File: src/rtl/lane_vrf_write_arbiter_if.sv
// Write-port bundle between the VRF write sources, the arbiter and the VRF.
// Latency: none; wiring only.
// Backpressure: req_ready per source and vrfWriteRequest_ready from the VRF.
interface lane_vrf_write_arbiter_if #(
  parameter int NUM_REQ = 4,
  parameter int IDX_W   = 2
);
  logic [NUM_REQ-1:0]    req_valid;
  logic [NUM_REQ-1:0]    req_ready;
  logic [5*NUM_REQ-1:0]  req_bits_vd;
  logic [2*NUM_REQ-1:0]  req_bits_offset;
  logic [4*NUM_REQ-1:0]  req_bits_mask;
  logic [32*NUM_REQ-1:0] req_bits_data;
  logic [NUM_REQ-1:0]    req_bits_last;
  logic [3*NUM_REQ-1:0]  req_bits_instructionIndex;

  logic                  vrfWriteRequest_ready;
  logic                  vrfWriteRequest_valid;
  logic [4:0]            vrfWriteRequest_bits_vd;
  logic [1:0]            vrfWriteRequest_bits_offset;
  logic [3:0]            vrfWriteRequest_bits_mask;
  logic [31:0]           vrfWriteRequest_bits_data;
  logic                  vrfWriteRequest_bits_last;
  logic [2:0]            vrfWriteRequest_bits_instructionIndex;
  logic [IDX_W-1:0]      grant_idx;

  // Arbiter view.
  modport slave (
    input  req_valid, req_bits_vd, req_bits_offset, req_bits_mask,
           req_bits_data, req_bits_last, req_bits_instructionIndex,
           vrfWriteRequest_ready,
    output req_ready, vrfWriteRequest_valid, vrfWriteRequest_bits_vd,
           vrfWriteRequest_bits_offset, vrfWriteRequest_bits_mask,
           vrfWriteRequest_bits_data, vrfWriteRequest_bits_last,
           vrfWriteRequest_bits_instructionIndex, grant_idx
  );

  // Environment view: write sources plus the VRF.
  modport master (
    output req_valid, req_bits_vd, req_bits_offset, req_bits_mask,
           req_bits_data, req_bits_last, req_bits_instructionIndex,
           vrfWriteRequest_ready,
    input  req_ready, vrfWriteRequest_valid, vrfWriteRequest_bits_vd,
           vrfWriteRequest_bits_offset, vrfWriteRequest_bits_mask,
           vrfWriteRequest_bits_data, vrfWriteRequest_bits_last,
           vrfWriteRequest_bits_instructionIndex, grant_idx
  );
endinterface

File: src/rtl/lane_vrf_write_arbiter.sv
// Round-robin share of the lane's single VRF write port among NUM_REQ sources.
// Latency: exactly one cycle, from the request firing to vrfWriteRequest.
// Backpressure: a 1-entry output stage reloads on drain, so writes stream one per cycle; a stalled VRF holds it and drops req_ready.
module lane_vrf_write_arbiter #(
  parameter int NUM_REQ = 4,
  parameter int IDX_W   = 2
) (
  input logic                  clock,
  input logic                  reset,
  lane_vrf_write_arbiter_if.slave io
);

  typedef struct packed {
    logic [4:0]  vd;
    logic [1:0]  offset;
    logic [3:0]  mask;
    logic [31:0] data;
    logic        last;
    logic [2:0]  instructionIndex;
  } writeBits_t;

  logic             outValid;
  writeBits_t       outBits;
  logic [IDX_W-1:0] rrPtr;
  logic [IDX_W-1:0] grantIdx;
  logic [IDX_W-1:0] winner;
  logic [IDX_W-1:0] nextPtr;
  logic [IDX_W:0]   candSum;
  logic             anyValid;
  logic             canLoad;
  logic             fire;
  writeBits_t       winBits;

  // Round-robin search starting at rrPtr; walking downward lets the nearest valid source overwrite farther ones.
  always_comb begin
    winner  = rrPtr;
    candSum = '0;
    for (int k = NUM_REQ - 1; k >= 0; k--) begin
      candSum = {1'b0, rrPtr} + (IDX_W+1)'(k);
      if (candSum >= (IDX_W+1)'(NUM_REQ)) begin
        candSum = candSum - (IDX_W+1)'(NUM_REQ);
      end
      if (io.req_valid[candSum[IDX_W-1:0]]) begin
        winner = candSum[IDX_W-1:0];
      end
    end
  end

  assign anyValid = |io.req_valid;
  // The output stage is a pipeline register: it may load when empty or when its current beat leaves this cycle.
  assign canLoad  = ~outValid | io.vrfWriteRequest_ready;
  // Reset gates the handshake so no source believes a beat was taken during reset.
  assign fire     = canLoad & anyValid & ~reset;
  assign nextPtr  = (winner == IDX_W'(NUM_REQ - 1)) ? '0 : winner + 1'b1;

  // Grant is one-hot on the winner and only while the output stage can take it.
  always_comb begin
    io.req_ready = '0;
    for (int i = 0; i < NUM_REQ; i++) begin
      io.req_ready[i] = fire & (winner == IDX_W'(i));
    end
  end

  // Select the winning source's fields out of the packed request buses.
  always_comb begin
    winBits                  = '0;
    winBits.vd               = io.req_bits_vd[5*winner +: 5];
    winBits.offset           = io.req_bits_offset[2*winner +: 2];
    winBits.mask             = io.req_bits_mask[4*winner +: 4];
    winBits.data             = io.req_bits_data[32*winner +: 32];
    winBits.last             = io.req_bits_last[winner];
    winBits.instructionIndex = io.req_bits_instructionIndex[3*winner +: 3];
  end

  // Output stage and pointer: load on fire, clear valid on a plain drain, hold everything while stalled.
  always_ff @(posedge clock) begin
    if (reset) begin
      outValid <= 1'b0;
      outBits  <= '0;
      rrPtr    <= '0;
      grantIdx <= '0;
    end else if (fire) begin
      outValid <= 1'b1;
      outBits  <= winBits;
      rrPtr    <= nextPtr;
      grantIdx <= winner;
    end else if (outValid & io.vrfWriteRequest_ready) begin
      outValid <= 1'b0;
    end
  end

  assign io.vrfWriteRequest_valid                 = outValid;
  assign io.vrfWriteRequest_bits_vd               = outBits.vd;
  assign io.vrfWriteRequest_bits_offset           = outBits.offset;
  assign io.vrfWriteRequest_bits_mask             = outBits.mask;
  assign io.vrfWriteRequest_bits_data             = outBits.data;
  assign io.vrfWriteRequest_bits_last             = outBits.last;
  assign io.vrfWriteRequest_bits_instructionIndex = outBits.instructionIndex;
  assign io.grant_idx                             = grantIdx;

endmodule

File: src/flat_wrapper.sv
// flat-port wrapper written by rule: the top's interface ports become plain ports
module lane_vrf_write_arbiter_flat 
#(
  parameter int NUM_REQ = 4,
  parameter int IDX_W   = 2
)
  (clock, reset, io_req_valid, io_req_bits_vd, io_req_bits_offset, io_req_bits_mask, io_req_bits_data, io_req_bits_last, io_req_bits_instructionIndex, io_vrfWriteRequest_ready, io_req_ready, io_vrfWriteRequest_valid, io_vrfWriteRequest_bits_vd, io_vrfWriteRequest_bits_offset, io_vrfWriteRequest_bits_mask, io_vrfWriteRequest_bits_data, io_vrfWriteRequest_bits_last, io_vrfWriteRequest_bits_instructionIndex, io_grant_idx);
  lane_vrf_write_arbiter_if #(.NUM_REQ(NUM_REQ), .IDX_W(IDX_W)) io_i ();
  input logic clock;
  input logic reset;
  input wire logic [$bits(io_i.req_valid)-1:0] io_req_valid;
  input wire logic [$bits(io_i.req_bits_vd)-1:0] io_req_bits_vd;
  input wire logic [$bits(io_i.req_bits_offset)-1:0] io_req_bits_offset;
  input wire logic [$bits(io_i.req_bits_mask)-1:0] io_req_bits_mask;
  input wire logic [$bits(io_i.req_bits_data)-1:0] io_req_bits_data;
  input wire logic [$bits(io_i.req_bits_last)-1:0] io_req_bits_last;
  input wire logic [$bits(io_i.req_bits_instructionIndex)-1:0] io_req_bits_instructionIndex;
  input wire logic [$bits(io_i.vrfWriteRequest_ready)-1:0] io_vrfWriteRequest_ready;
  output wire logic [$bits(io_i.req_ready)-1:0] io_req_ready;
  output wire logic [$bits(io_i.vrfWriteRequest_valid)-1:0] io_vrfWriteRequest_valid;
  output wire logic [$bits(io_i.vrfWriteRequest_bits_vd)-1:0] io_vrfWriteRequest_bits_vd;
  output wire logic [$bits(io_i.vrfWriteRequest_bits_offset)-1:0] io_vrfWriteRequest_bits_offset;
  output wire logic [$bits(io_i.vrfWriteRequest_bits_mask)-1:0] io_vrfWriteRequest_bits_mask;
  output wire logic [$bits(io_i.vrfWriteRequest_bits_data)-1:0] io_vrfWriteRequest_bits_data;
  output wire logic [$bits(io_i.vrfWriteRequest_bits_last)-1:0] io_vrfWriteRequest_bits_last;
  output wire logic [$bits(io_i.vrfWriteRequest_bits_instructionIndex)-1:0] io_vrfWriteRequest_bits_instructionIndex;
  output wire logic [$bits(io_i.grant_idx)-1:0] io_grant_idx;
  assign io_i.req_valid = io_req_valid;
  assign io_i.req_bits_vd = io_req_bits_vd;
  assign io_i.req_bits_offset = io_req_bits_offset;
  assign io_i.req_bits_mask = io_req_bits_mask;
  assign io_i.req_bits_data = io_req_bits_data;
  assign io_i.req_bits_last = io_req_bits_last;
  assign io_i.req_bits_instructionIndex = io_req_bits_instructionIndex;
  assign io_i.vrfWriteRequest_ready = io_vrfWriteRequest_ready;
  assign io_req_ready = io_i.req_ready;
  assign io_vrfWriteRequest_valid = io_i.vrfWriteRequest_valid;
  assign io_vrfWriteRequest_bits_vd = io_i.vrfWriteRequest_bits_vd;
  assign io_vrfWriteRequest_bits_offset = io_i.vrfWriteRequest_bits_offset;
  assign io_vrfWriteRequest_bits_mask = io_i.vrfWriteRequest_bits_mask;
  assign io_vrfWriteRequest_bits_data = io_i.vrfWriteRequest_bits_data;
  assign io_vrfWriteRequest_bits_last = io_i.vrfWriteRequest_bits_last;
  assign io_vrfWriteRequest_bits_instructionIndex = io_i.vrfWriteRequest_bits_instructionIndex;
  assign io_grant_idx = io_i.grant_idx;
  lane_vrf_write_arbiter #(.NUM_REQ(NUM_REQ), .IDX_W(IDX_W)) u_core (.clock(clock), .reset(reset), .io(io_i));
endmodule
File: config.mk
export PLATFORM = sky130hd
export DESIGN_NAME = lane_vrf_write_arbiter_flat
export DESIGN_NICKNAME = d
export VERILOG_FILES = /design/src/rtl/lane_vrf_write_arbiter_if.sv /design/src/rtl/lane_vrf_write_arbiter.sv /design/src/flat_wrapper.sv
export SDC_FILE = /design/constraint.sdc
export NUM_CORES = 1
export LEC_CHECK = 0
export BUFFER_PORTS_ARGS = -buffer_cell sky130_fd_sc_hd__buf_2
export CORE_MARGIN = 2
export CORE_UTILIZATION = 30
export CTS_BUF_LIST = sky130_fd_sc_hd__clkbuf_16
export DETAILED_ROUTE_END_ITERATION = 7
export PLACE_DENSITY = 0.65
export REMOVE_ABC_BUFFERS = 1
export SYNTH_ARGS = -nofsm -noshare
export SYNTH_HDL_FRONTEND = slang
export SYNTH_SLANG_ARGS = --single-unit
File: constraint.sdc
create_clock -name clock -period 3.7 [get_ports clock]
set_clock_uncertainty 0.1 [all_clocks]
set_input_delay 1.11 -clock clock [delete_from_list [all_inputs] [get_ports clock]]
set_output_delay 1.11 -clock clock [all_outputs]
set_load 0.02 [all_outputs]
### Word level (Yosys, flattened, before mapping)

Cells that the tools add are included.

| storage, ports and cells | value |
|---|---|
| register bits after elaboration | 52 |
| output and inout port bits | 54 |

| cells by class | value |
|---|---|
| add/sub/neg operators | 8 |
| multiply operators | 2 |
| magnitude comparators | 9 |
| equal/unequal tests | 3 |
| shifts and indexed selects | 5 |
| multiplexer cells | 21 |
| bitwise gates (word level) | 10 |
| reduce and logical (&&, ||, !) cells | 3 |

Operators with widths:

| operator | count |
|---|---|
| variable part select 128 x 8 -> 32 bit | 1 |
| variable part select 20 x 6 -> 5 bit | 1 |
| two-way mux 2 bit | 9 |
| variable part select 16 x 5 -> 4 bit | 1 |
| < comparator 2 x 3 -> 1 bit, second input constant | 5 |
| variable part select 12 x 5 -> 3 bit | 1 |
| binary-select mux 1 bit (select 2 bit) | 5 |
| >= comparator 3 bit, second input constant | 3 |
| variable part select 8 x 4 -> 2 bit | 1 |
| subtractor 2 x 1 -> 2 bit, second input constant | 4 |
| bitwise AND 1 bit | 7 |
| two-way mux 1 bit | 7 |
| adder 2 x 2 -> 3 bit, second input constant | 2 |
| multiplier 3 x 2 -> 5 bit, first input constant | 1 |
| equality test 2 bit, second input constant | 2 |
| multiplier 2 x 2 -> 4 bit, first input constant | 1 |
| OR reduction 4 bit | 1 |
| adder 2 x 1 -> 3 bit, second input constant | 1 |
| >= comparator 2 x 3 -> 1 bit, second input constant | 1 |
| adder 2 x 1 -> 2 bit, second input constant | 1 |
| equality test 2 x 1 -> 1 bit, second input constant | 1 |
| zero test 2 bit | 1 |
| inverter 1 bit | 2 |
| nonzero test 2 bit | 1 |
| OR 1 bit | 1 |

### Longest topological paths before layout

Gate-level depths: netlist of the first run.

| logic depth | value |
|---|---|
| word-level depth | 11 |
| depth in mapped cells | 8 |
| gate-level depth less buffers | 5 |

### Worst setup path before layout of the first run

No wires, ideal clock.

| timing | value |
|---|---|
| path kind | input-to-output |
| start | in io_req_valid[2] |
| end | out io_req_ready[0] |
| arrival time | 2473 ps |
| slack | 17 ps |
| stages on the path | 7 |
| cell sequence | nor3b_1 > a31oi_1 > a31oi_1 > or3b_1 > clkbuf_1 > clkbuf_1 > nor2_1 |

| between the ends | value |
|---|---|
| word-level cells in the longest chain between the ends | 8 |
| elaborated cells on any way between the ends | 17 |

Ends and longest elaborated chain:

| element | line | RTL |
|---|---|---|
| from (decl) | flat_wrapper.sv:11 | `input wire logic [$bits(io_i.req_valid)-1:0] io_req_valid;` |
| binary-select mux 1 bit (select 2 bit) | lane_vrf_write_arbiter.sv:43 | `if (io.req_valid[candSum[IDX_W-1:0]]) begin` |
| two-way mux 1 bit (implied by the code) | lane_vrf_write_arbiter.sv:43 |  |
| two-way mux 2 bit (4 in a row) | lane_vrf_write_arbiter.sv:43 |  |
| zero test 2 bit | lane_vrf_write_arbiter.sv:60 | `io.req_ready[i] = fire & (winner == IDX_W'(i));` |
| bitwise AND 1 bit (*) | lane_vrf_write_arbiter.sv:60 |  |
| to (decl) | flat_wrapper.sv:19 | `output wire logic [$bits(io_i.req_ready)-1:0] io_req_ready;` |

Every way passes the cells marked *; elsewhere a longest branch is shown, timed or not. The select of a mux whose other input is x is not followed.

### Final worst setup path of the first run

| timing | value |
|---|---|
| start | in io_req_valid[2] |
| end | out io_req_ready[1] |

| between the ends | value |
|---|---|
| word-level cells in the longest chain between the ends | 8 |
| elaborated cells on any way between the ends | 17 |

Ends and longest elaborated chain:

| element | line |
|---|---|
| binary-select mux 1 bit (select 2 bit) | lane_vrf_write_arbiter.sv:43 |
| two-way mux 1 bit (implied by the code) | lane_vrf_write_arbiter.sv:43 |
| two-way mux 2 bit (4 in a row) | lane_vrf_write_arbiter.sv:43 |
| equality test 2 x 1 -> 1 bit | lane_vrf_write_arbiter.sv:60 |
| bitwise AND 1 bit (*) | lane_vrf_write_arbiter.sv:60 |

Marked as above.

==> flow_summary.toml, run 1 <==
[cts]
cts_hold_buf = 0
clk_pin_slew_worst_paths_ns = 0.07
postCtsSetupRepairBufs = 0
h-tree-depth = 2
cts_buffer_depth = 2
cts_resized = 0
numCtsBuffers = 5
cts_tree = "yes"
clk_latency_ns = 0.28
cts_root_buf = "clkbuf_16"
cts_sinks = 52

[sta]
hold_slack_ns = 0.3415
drv_slew = 0
worstMarginPinSlew_ns = 0.7594
fin_crit_ns = 3.612
setup_tns_ns = 0
rsz0062_at_grt = "no"
maxSlewHeadroom_pct = 49.37
post-route-period-util_pct = 97.61
finalHoldViolCount = 0
setup_viol = 0
fmax_ghz = 0.2769

[floorplan]
die_area_um2 = 10570
die_x_um = 102.8
rows = 36
start_util_pct = 30.39
die_y_um = 102.8
core_area_um2 = 9639
ios = 249

[logic_synthesis]
ys_ff_latch = 52
synth-seq-area-share_pct = 35.54
synth_warnings = 0
synth_edf_count = 0
synth_top_area_share_pct = 35.54
synthTopCellsByArea = "dfxtp_1, mux2i_1, o221ai_1, nand2_1, clkbuf_1"
synth_top_area_cell = "dfxtp_1"
netlist_instances = 304
syn_area_per_cell_um2 = 9.635
synth_flop_cell = "dfxtp_1"
synth_area_um2 = 2929
synth.most_common_cell = "mux2i_1"
synth_commonest_cells = "mux2i_1, dfxtp_1, nand2_1, o221ai_1, clkbuf_1"
synthArstFlopShare_pct = 0
synth_cell_types = 23

[global_routing]
grt_max_degree = 49
grt_pass1_vias = 2984
antenna_found_initial = 0
grt_first_pass_wirelength_um = 13540
grt-ovfl-total = 0
track_usage_pct = 16.01

[placement]
numPortBuffers = 248
dp_hpwl_um = 7192
place.gp.congestion = 0.8454

[power]
clockPowerShare_pct = 25.5
power_frac_comb_pct = 39.1
ir_drop_mv = 0.2228
powerDensity_nw_per_um2 = 451.4
seq_power_share_pct = 35.4
power_leakage_nw = 2.457
power.internal_mw = 1.330
switching_share_pct = 33.79
power.switching_mw = 0.6790

[routing]
drt_iter0_markers = 69
detail-route-antenna-nets = 0
viasPerCell = 4.809
wl_um = 9007
num_vias = 3246
drc = 0
wl_per_cell_um = 13.34
firstDrtPassIters = 4

[worst_setup_path]
cp.depth = 7
crit_arrival_ns = 2.40
start_kind = "input port"
r2r_cells = 6
crit_buf_inv = 2
worstReg2RegStart = "u_core.rrPtr[0]"
cpLargestDelayFamily = "simple AND/OR/NAND/NOR gates"
r2r-end = "u_core.io.vrfWriteRequest_bits_data[12]"
crit_type = "input port to output port"
crit_chain = "buf_2 -> nor3b_1 -> a31oi_1 -> a31oi_1 -> or3b_2 -> nor2_1 -> buf_2"
cp_slowest_stage_delay_ns = 0.50
reg2reg_slack_ns = 1.46
crit_path_top_delay_cell = "or3b_2"
crit_path_end = "io_req_ready[1]"
setup.worst_path.start = "io_req_valid[2]"
required_ns = 2.49
cp_max_fo = 5
cp-end-kind = "output port"

[cells_and_area]
num_antenna_cells = 0
fin_nets = 736
syn_to_final_growth_pct = 51.99
nFillCells = 963
drive_above_1_share_pct = 49.63

[outcome]
status = "finished, final reports clean"

[job]
drv_cap = 0

[hold_path]
hp-class = "flip-flop to flip-flop"
==> registers in the layout (all words and copies together), names as in the netlist <==
register,count
u_core.io.vrfWriteRequest_bits_last,1
u_core.io.grant_idx,2
u_core.io.vrfWriteRequest_bits_mask,4
u_core.io.vrfWriteRequest_bits_offset,2
u_core.io.vrfWriteRequest_bits_data,32
u_core.io.vrfWriteRequest_valid,1
u_core.io.vrfWriteRequest_bits_instructionIndex,3
u_core.rrPtr,2
u_core.io.vrfWriteRequest_bits_vd,5
==> per-layer routing <==
layer | vias to the layer above | global-route usage [%] | routed length (µm)
met5 | - | 0 | 0
met4 | 0 | 4.555 | 115
met3 | 9 | 3.729 | 675
met2 | 128 | 29.41 | 4704
met1 | 1485 | 18.53 | 3512
li1 | 1624 | - | -
==> power by group through the flow <==
stage	registers [mW]	clock network [mW]	logic [mW]
6_report	0.711	0.512	0.786
5_1_grt	0.723	0.554	0.852
4_1_cts	0.711	0.528	0.796
3_5_place_dp	0.721	0	0.795
3_3_place_gp	0.718	0	0.782
2_1_floorplan	0.835	0	0.432
==> cell type report <==
| cell class | count | area [µm²] | share of cell area [%] |
|---|---|---|---|
| Timing Repair Buffer | 257 | 1321 | 29.68 |
| Clock inverter | 3 | 38.79 | 0.8713 |
| Multi-Input combinational cell | 221 | 1744 | 39.18 |
| Inverter | 4 | 15.01 | 0.3373 |
| Sequential cell | 52 | 1041 | 23.38 |
| Clock buffer | 5 | 125.1 | 2.811 |
| Tap cell | 133 | 166.4 | 3.738 |
==> worst min-delay path, delay by kind of cell, from the launching register on <==
kind | cells | cell delay [ns]
AND/OR/NAND/NOR | 2 | 0.09
flip-flops | 1 | 0.31
==> cell families (layout without fill, tap and decap cells) <==
| logic type | count (synthesis) | after routing | synth area share (%) |
|---|---|---|---|
| and+or+nand+nor | 66 | 66 | 9.227 |
| muxes | 95 | 95 | 32.46 |
| AOI/OAI and AO/OA | 59 | 59 | 17.00 |
| buffers and inverters | 31 | 269 | 5.468 |
| DFF | 52 | 52 | 35.54 |
| xor gates and xnor gates | 1 | 1 | 0.2991 |
==> worst min-delay path by stage <==
stage	from	endpoint	slack, ns	cells past startpoint
5_1_grt	u_core.io.grant_idx[1]	u_core.io.grant_idx[1]	0.37	2
3_3_place_gp	u_core.io.grant_idx[1]	u_core.io.grant_idx[1]	0.33	2
4_1_cts	u_core.io.grant_idx[1]	u_core.io.grant_idx[1]	0.34	2
2_1_floorplan	u_core.rrPtr[0]	u_core.rrPtr[0]	0.39	2
3_5_place_dp	u_core.io.grant_idx[1]	u_core.io.grant_idx[1]	0.33	2
6_report	u_core.io.grant_idx[1]	u_core.io.grant_idx[1]	0.34	2
==> metrics by stage <==
step / instances / utilization [%] / total power [mW] / area, µm² / worst slack (ns)
6_report: 675 / 46.18 / 2.009 / 4452 / 0.08826
5_1_grt: 675 / 46.18 / 2.129 / 4452 / 0.03952
4_1_cts: 675 / 46.18 / 2.035 / 4452 / 0.08717
3_5_place_dp: 667 / 44.48 / 1.516 / 4288 / 0.09787
3_3_place_gp: 667 / 44.48 / 1.500 / 4288 / 0.07769
2_1_floorplan: 277 / - / 1.268 / 2784 / -2.309
==> layout by cell type (no fill, tap or decap), drive strengths merged <==
| cell | instances |
|---|---|
| a21oi | 4 |
| buf | 257 |
| a211oi | 4 |
| inv | 5 |
| nor3b | 1 |
| nand3b | 1 |
| bufinv | 1 |
| dfxtp | 52 |
| mux2i | 95 |
| a31oi | 2 |
| a211o | 1 |
| xnor2 | 1 |
| nand2 | 50 |
| o21ai | 1 |
| nor2 | 9 |
| clkbuf | 5 |
| clkinv | 1 |
| nor4 | 1 |
| o221ai | 47 |
| or3b | 1 |
| nand2b | 3 |
No activity file was read; power rests on OpenSTA's default activity.
==> inputs of run 2 (changes only) <==
--- a/config.mk
+++ b/config.mk
@@ -6,6 +6,7 @@
 export NUM_CORES = 1
 export LEC_CHECK = 0
 export BUFFER_PORTS_ARGS = -buffer_cell sky130_fd_sc_hd__buf_2
+export CORE_ASPECT_RATIO = 1.5
 export CORE_MARGIN = 2
 export CORE_UTILIZATION = 30
 export CTS_BUF_LIST = sky130_fd_sc_hd__clkbuf_16
==> run 2 against run 1 <==
  * Total power increased by 0.95%
  * Flip-flop and latch count unchanged
  * Fmax decreased by 0.80%
  * Global-route usage increased by 1.9 points
  * Worst hold slack improved by 0.0073 ns
  * First-iteration DRC count increased by 48%
  * Critical endpoint is now io_req_ready[3]
==> flow_summary.toml, run 2 (synthesized netlist as in run 1, its figures left out) <==
[cells_and_area]
final_common_cell = "buf_2"
final_cell_area_um2 = 4439
syn_to_final_growth_pct = 51.56
num_antenna_cells = 0
largest_reg_flops = 32
utilization_pct = 46.34
final_cells = 658
fin_nets = 737
mostFrequentLayoutCells = "buf_2, mux2i_1, dfxtp_1"
drive_above_1_share_pct = 49.72

[cts]
cts_sinks = 52
cts_tree = "yes"
postCtsSetupRepairBufs = 0
cts_root_buf = "clkbuf_16"
cts_buffer_depth = 2
h-tree-depth = 2
numCtsBuffers = 5
clk_latency_ns = 0.28
clk_pin_slew_worst_paths_ns = 0.07

[power]
powerDensity_nw_per_um2 = 457.0
total_power_mw = 2.029
ir_drop_mv = 0.4173
power_leakage_nw = 2.462

[routing]
wl_per_cell_um = 14.71
drt_iter0_markers = 102
detail-route-antenna-nets = 0
firstDrtPassIters = 4
wl_um = 9678
drc = 0
viasPerCell = 5.023
num_vias = 3305

[hold_path]
hp-class = "flip-flop to flip-flop"

[global_routing]
grt_pass1_vias = 3317
grt-ovfl-total = 0
grt_max_degree = 66
track_usage_pct = 17.89
antenna_found_initial = 0
grt_first_pass_wirelength_um = 15390

[floorplan]
core_area_um2 = 9579
die_x_um = 84.68
start_util_pct = 30.58
die_area_um2 = 10590
ios = 249
rows = 44
die_y_um = 125.0

[placement]
numPortBuffers = 248
dp_slack_ns = 0.03006
place.gp.congestion = 0.8985
dp_hpwl_um = 7852
placed_area_um2 = 4273
placedCellCount = 650

[sta]
fin_crit_ns = 3.641
fmax_ghz = 0.2747
maxSlewHeadroom_pct = 31.14
finalHoldViolCount = 0
setup_tns_ns = 0
drv_slew = 0
rsz0062_at_grt = "no"
worstMarginPinSlew_ns = 1.033
setup_viol = 0
layout_setup_ws_ns = 0.05923
hold_slack_ns = 0.3488
post-route-period-util_pct = 98.40

[worst_setup_path]
setup.worst_path.start = "io_req_valid[2]"
crit_arrival_ns = 2.43
worstReg2RegStart = "u_core.rrPtr[0]"
required_ns = 2.49
cp-end-kind = "output port"
r2r_cells = 6
crit_type = "input port to output port"
reg2reg_slack_ns = 1.14
r2r-end = "u_core.io.vrfWriteRequest_bits_data[17]"
crit_path_end = "io_req_ready[3]"
start_kind = "input port"
cp_max_fo = 5

[outcome]
status = "finished, final reports clean"

[job]
drv_cap = 0
[run 2: how the worst min path moves through the flow]
stage                                                        from                                 endpoint  slack (ns)  cells past startpoint
after CTS                                  u_core.io.grant_idx[1]                   u_core.io.grant_idx[1]        0.35                      2
final                                      u_core.io.grant_idx[1]                   u_core.io.grant_idx[1]        0.35                      2
after detailed placement                   u_core.io.grant_idx[1]                   u_core.io.grant_idx[1]        0.34                      2
after global routing      u_core.io.vrfWriteRequest_bits_data[21]  u_core.io.vrfWriteRequest_bits_data[21]        0.38                      2
after global placement                     u_core.io.grant_idx[1]                   u_core.io.grant_idx[1]        0.33                      2
after floorplan                                   u_core.rrPtr[0]                          u_core.rrPtr[0]        0.39                      2
[run 2: area by class of cell]
type                    instances  area (µm²)
repair buffers                258        1329
multi-input cells             221        1747
clock inverters                 3       38.79
well taps                     115       143.9
flip-flops and latches         52        1041
inverters                       4       15.01
clock buffers                   5       125.1
fillers                       951        5140
[run 2: power by group]
part	leakage (nW)	internal (mW)	switching, mW
Sequential	0.431	0.659	0.0522
Clock	0.0850	0.316	0.200
Combinational	1.95	0.361	0.442
[run 2: per-layer routing]
layer  up-vias  GRT usage [%]  wire (µm)
met5         -              0          0
met4         0          6.723        246
met3        19          3.894        564
met2       135          33.49       5238
met1      1521          19.22       3628
li1       1630              -          -
[run 2: worst max-delay path, stage by stage]
cell	delay, ns
buf_2	0.13
nor3b_1	0.25
a31oi_1	0.07
a31oi_1	0.21
buf_4	0.16
nand3b_1	0.18
nor2_1	0.14
buf_2	0.18
[run 2: what timing repair did]
action	CTS	global route
endpoints found under the setup margin	0	2
hold buffers	0	0
gates resized for setup	0	1
==> inputs of run 3 (changes only) <==
--- a/config.mk
+++ b/config.mk
@@ -6,7 +6,7 @@
 export NUM_CORES = 1
 export LEC_CHECK = 0
 export BUFFER_PORTS_ARGS = -buffer_cell sky130_fd_sc_hd__buf_2
-export CORE_ASPECT_RATIO = 1.5
+export CORE_ASPECT_RATIO = 2
 export CORE_MARGIN = 2
 export CORE_UTILIZATION = 30
 export CTS_BUF_LIST = sky130_fd_sc_hd__clkbuf_16
==> run 3 against run 2 <==
  * Register-to-register slack better by 0.12 ns
  * Combinational power hardly changed
  * Total power fell by 4.3%
  * First-iteration DRC count fell by 18%
  * Cell count rose by 2.6%
  * Count of clock-buffer cells in the layout stayed put
  * Wire length is 0.86% higher
  * Fmax down 0.12%
  * Global-route usage shrank 0.59 points
  * Core utilization is 0.45 points lower
  * Die area rose by 0.30%
  * Non-clock buffer count rose by 1
==> flow_summary.toml, run 3 (synthesized netlist as in run 1, its figures left out) <==
[worst_setup_path]
cpLargestDelayFamily = "simple AND/OR/NAND/NOR gates"
r2r_cells = 6
required_ns = 2.49
crit_type = "input port to output port"
crit_arrival_ns = 2.44
crit_chain = "buf_2 -> nor3b_1 -> a31oi_1 -> a31oi_1 -> or3b_2 -> nor2_1 -> buf_2"
cp-end-kind = "output port"
reg2reg_slack_ns = 1.26
start_kind = "input port"
cp_max_fo = 5
crit_buf_inv = 2
cp_slowest_stage_delay_ns = 0.52
cp.depth = 7
crit_path_top_delay_cell = "or3b_2"

[global_routing]
grt_first_pass_wirelength_um = 14490
grt-ovfl-total = 0
grt_max_degree = 65
grt_pass1_vias = 3215
track_usage_pct = 17.31
antenna_found_initial = 0

[cells_and_area]
syn_to_final_growth_pct = 50.96
num_antenna_cells = 0
nFillCells = 959
regArea_um2 = 1041
largest_reg_flops = 32
final_common_cell = "buf_2"
fin_nets = 738
multiInputGateArea_um2 = 1744
drive_above_1_share_pct = 49.54
final_cell_area_um2 = 4422
utilization_pct = 45.89
mostFrequentLayoutCells = "buf_2, mux2i_1, dfxtp_1"

[floorplan]
die_y_um = 143.7
die_x_um = 73.87
start_util_pct = 30.40
rows = 51
core_area_um2 = 9635
ios = 249
die_area_um2 = 10620

[power]
power_leakage_nw = 2.443
powerDensity_nw_per_um2 = 439.1
ir_drop_mv = 0.1956

[outcome]
status = "finished, final reports clean"

[sta]
fin_crit_ns = 3.645
finalHoldViolCount = 0
fmax_ghz = 0.2743
post-route-period-util_pct = 98.51
drv_slew = 0
setup_viol = 0
worstMarginPinSlew_ns = 1.032
layout_setup_ws_ns = 0.05495
rsz0062_at_grt = "yes"
maxSlewHeadroom_pct = 31.18

[cts]
cts_hold_buf = 0
h-tree-depth = 2
numCtsBuffers = 5
clk_latency_ns = 0.28
cts_tree = "yes"
clk_pin_slew_worst_paths_ns = 0.06
cts_root_buf = "clkbuf_16"
cts_buffer_depth = 2
cts_sinks = 52

[routing]
drc = 0
viasPerCell = 4.856
wl_per_cell_um = 14.46
num_vias = 3278
drt_iter0_markers = 84
detail-route-antenna-nets = 0
firstDrtPassIters = 6
wl_um = 9761

[placement]
dp_hpwl_um = 7823
numPortBuffers = 248
dp_slack_ns = 0.06261
placed_area_um2 = 4289
place.gp.congestion = 0.7973

[hold_path]
hp-class = "flip-flop to flip-flop"
hold_depth = 2

[job]
drv_cap = 0
[run 3: cell type report]
cell class	instances	share of cell area, %
Clock buffer	5	2.830
Clock inverter	2	0.1698
Inverter	4	0.3396
Multi-Input combinational cell	221	39.45
Sequential cell	52	23.54
Tap cell	132	3.735
Timing Repair Buffer	259	29.94
[run 3: worst reg2reg max path, stage by stage (launching register included)]
cell,delay (ns)
dfxtp_1,0.33
nand2b_1,0.17
a21oi_1,0.21
a211o_4,0.16
buf_4,0.78
mux2i_1,0.40
o221ai_1,0.16
[run 3: path summary, 6_finish.rpt]
check                    startpoint                                       to
max reg2reg         u_core.rrPtr[0]  u_core.io.vrfWriteRequest_bits_data[15]
max                 io_req_valid[2]                          io_req_ready[1]
min          u_core.io.grant_idx[1]                   u_core.io.grant_idx[1]
min reg2reg  u_core.io.grant_idx[1]                   u_core.io.grant_idx[1]
[run 3: layer usage]
layer | track usage (%) | share of wire, %
met3 | 2.735 | 4.7
met2 | 32.19 | 55
met1 | 18.24 | 37
met5 | 0 | 0
met4 | 7.943 | 2.8
[run 3: through the flow]
step / total power, mW / std cells / TNS (ns) / hold WS [ns]
floorplan: 1.268 / 277 / -67.07 / 0.3890
global placement: 1.511 / 668 / 0 / 0.3328
detailed placement: 1.527 / 668 / 0 / 0.3331
CTS: 1.972 / 675 / 0 / 0.3433
global route: 2.058 / 675 / -0.1766 / 0.3736
finish: 1.942 / 675 / 0 / 0.3416
[run 3: where the power goes]
part	leakage, nW	internal [mW]	total, mW	switching (mW)
Sequential	0.431	0.659	0.707	0.0478
Clock	0.0648	0.242	0.434	0.192
Combinational	1.95	0.359	0.801	0.442
[run 3: repair_timing]
action / in CTS / in global routing
endpoints found under the setup margin: 0 / 4
resized for setup: 0 / 0
buffers inserted: 0 / 0
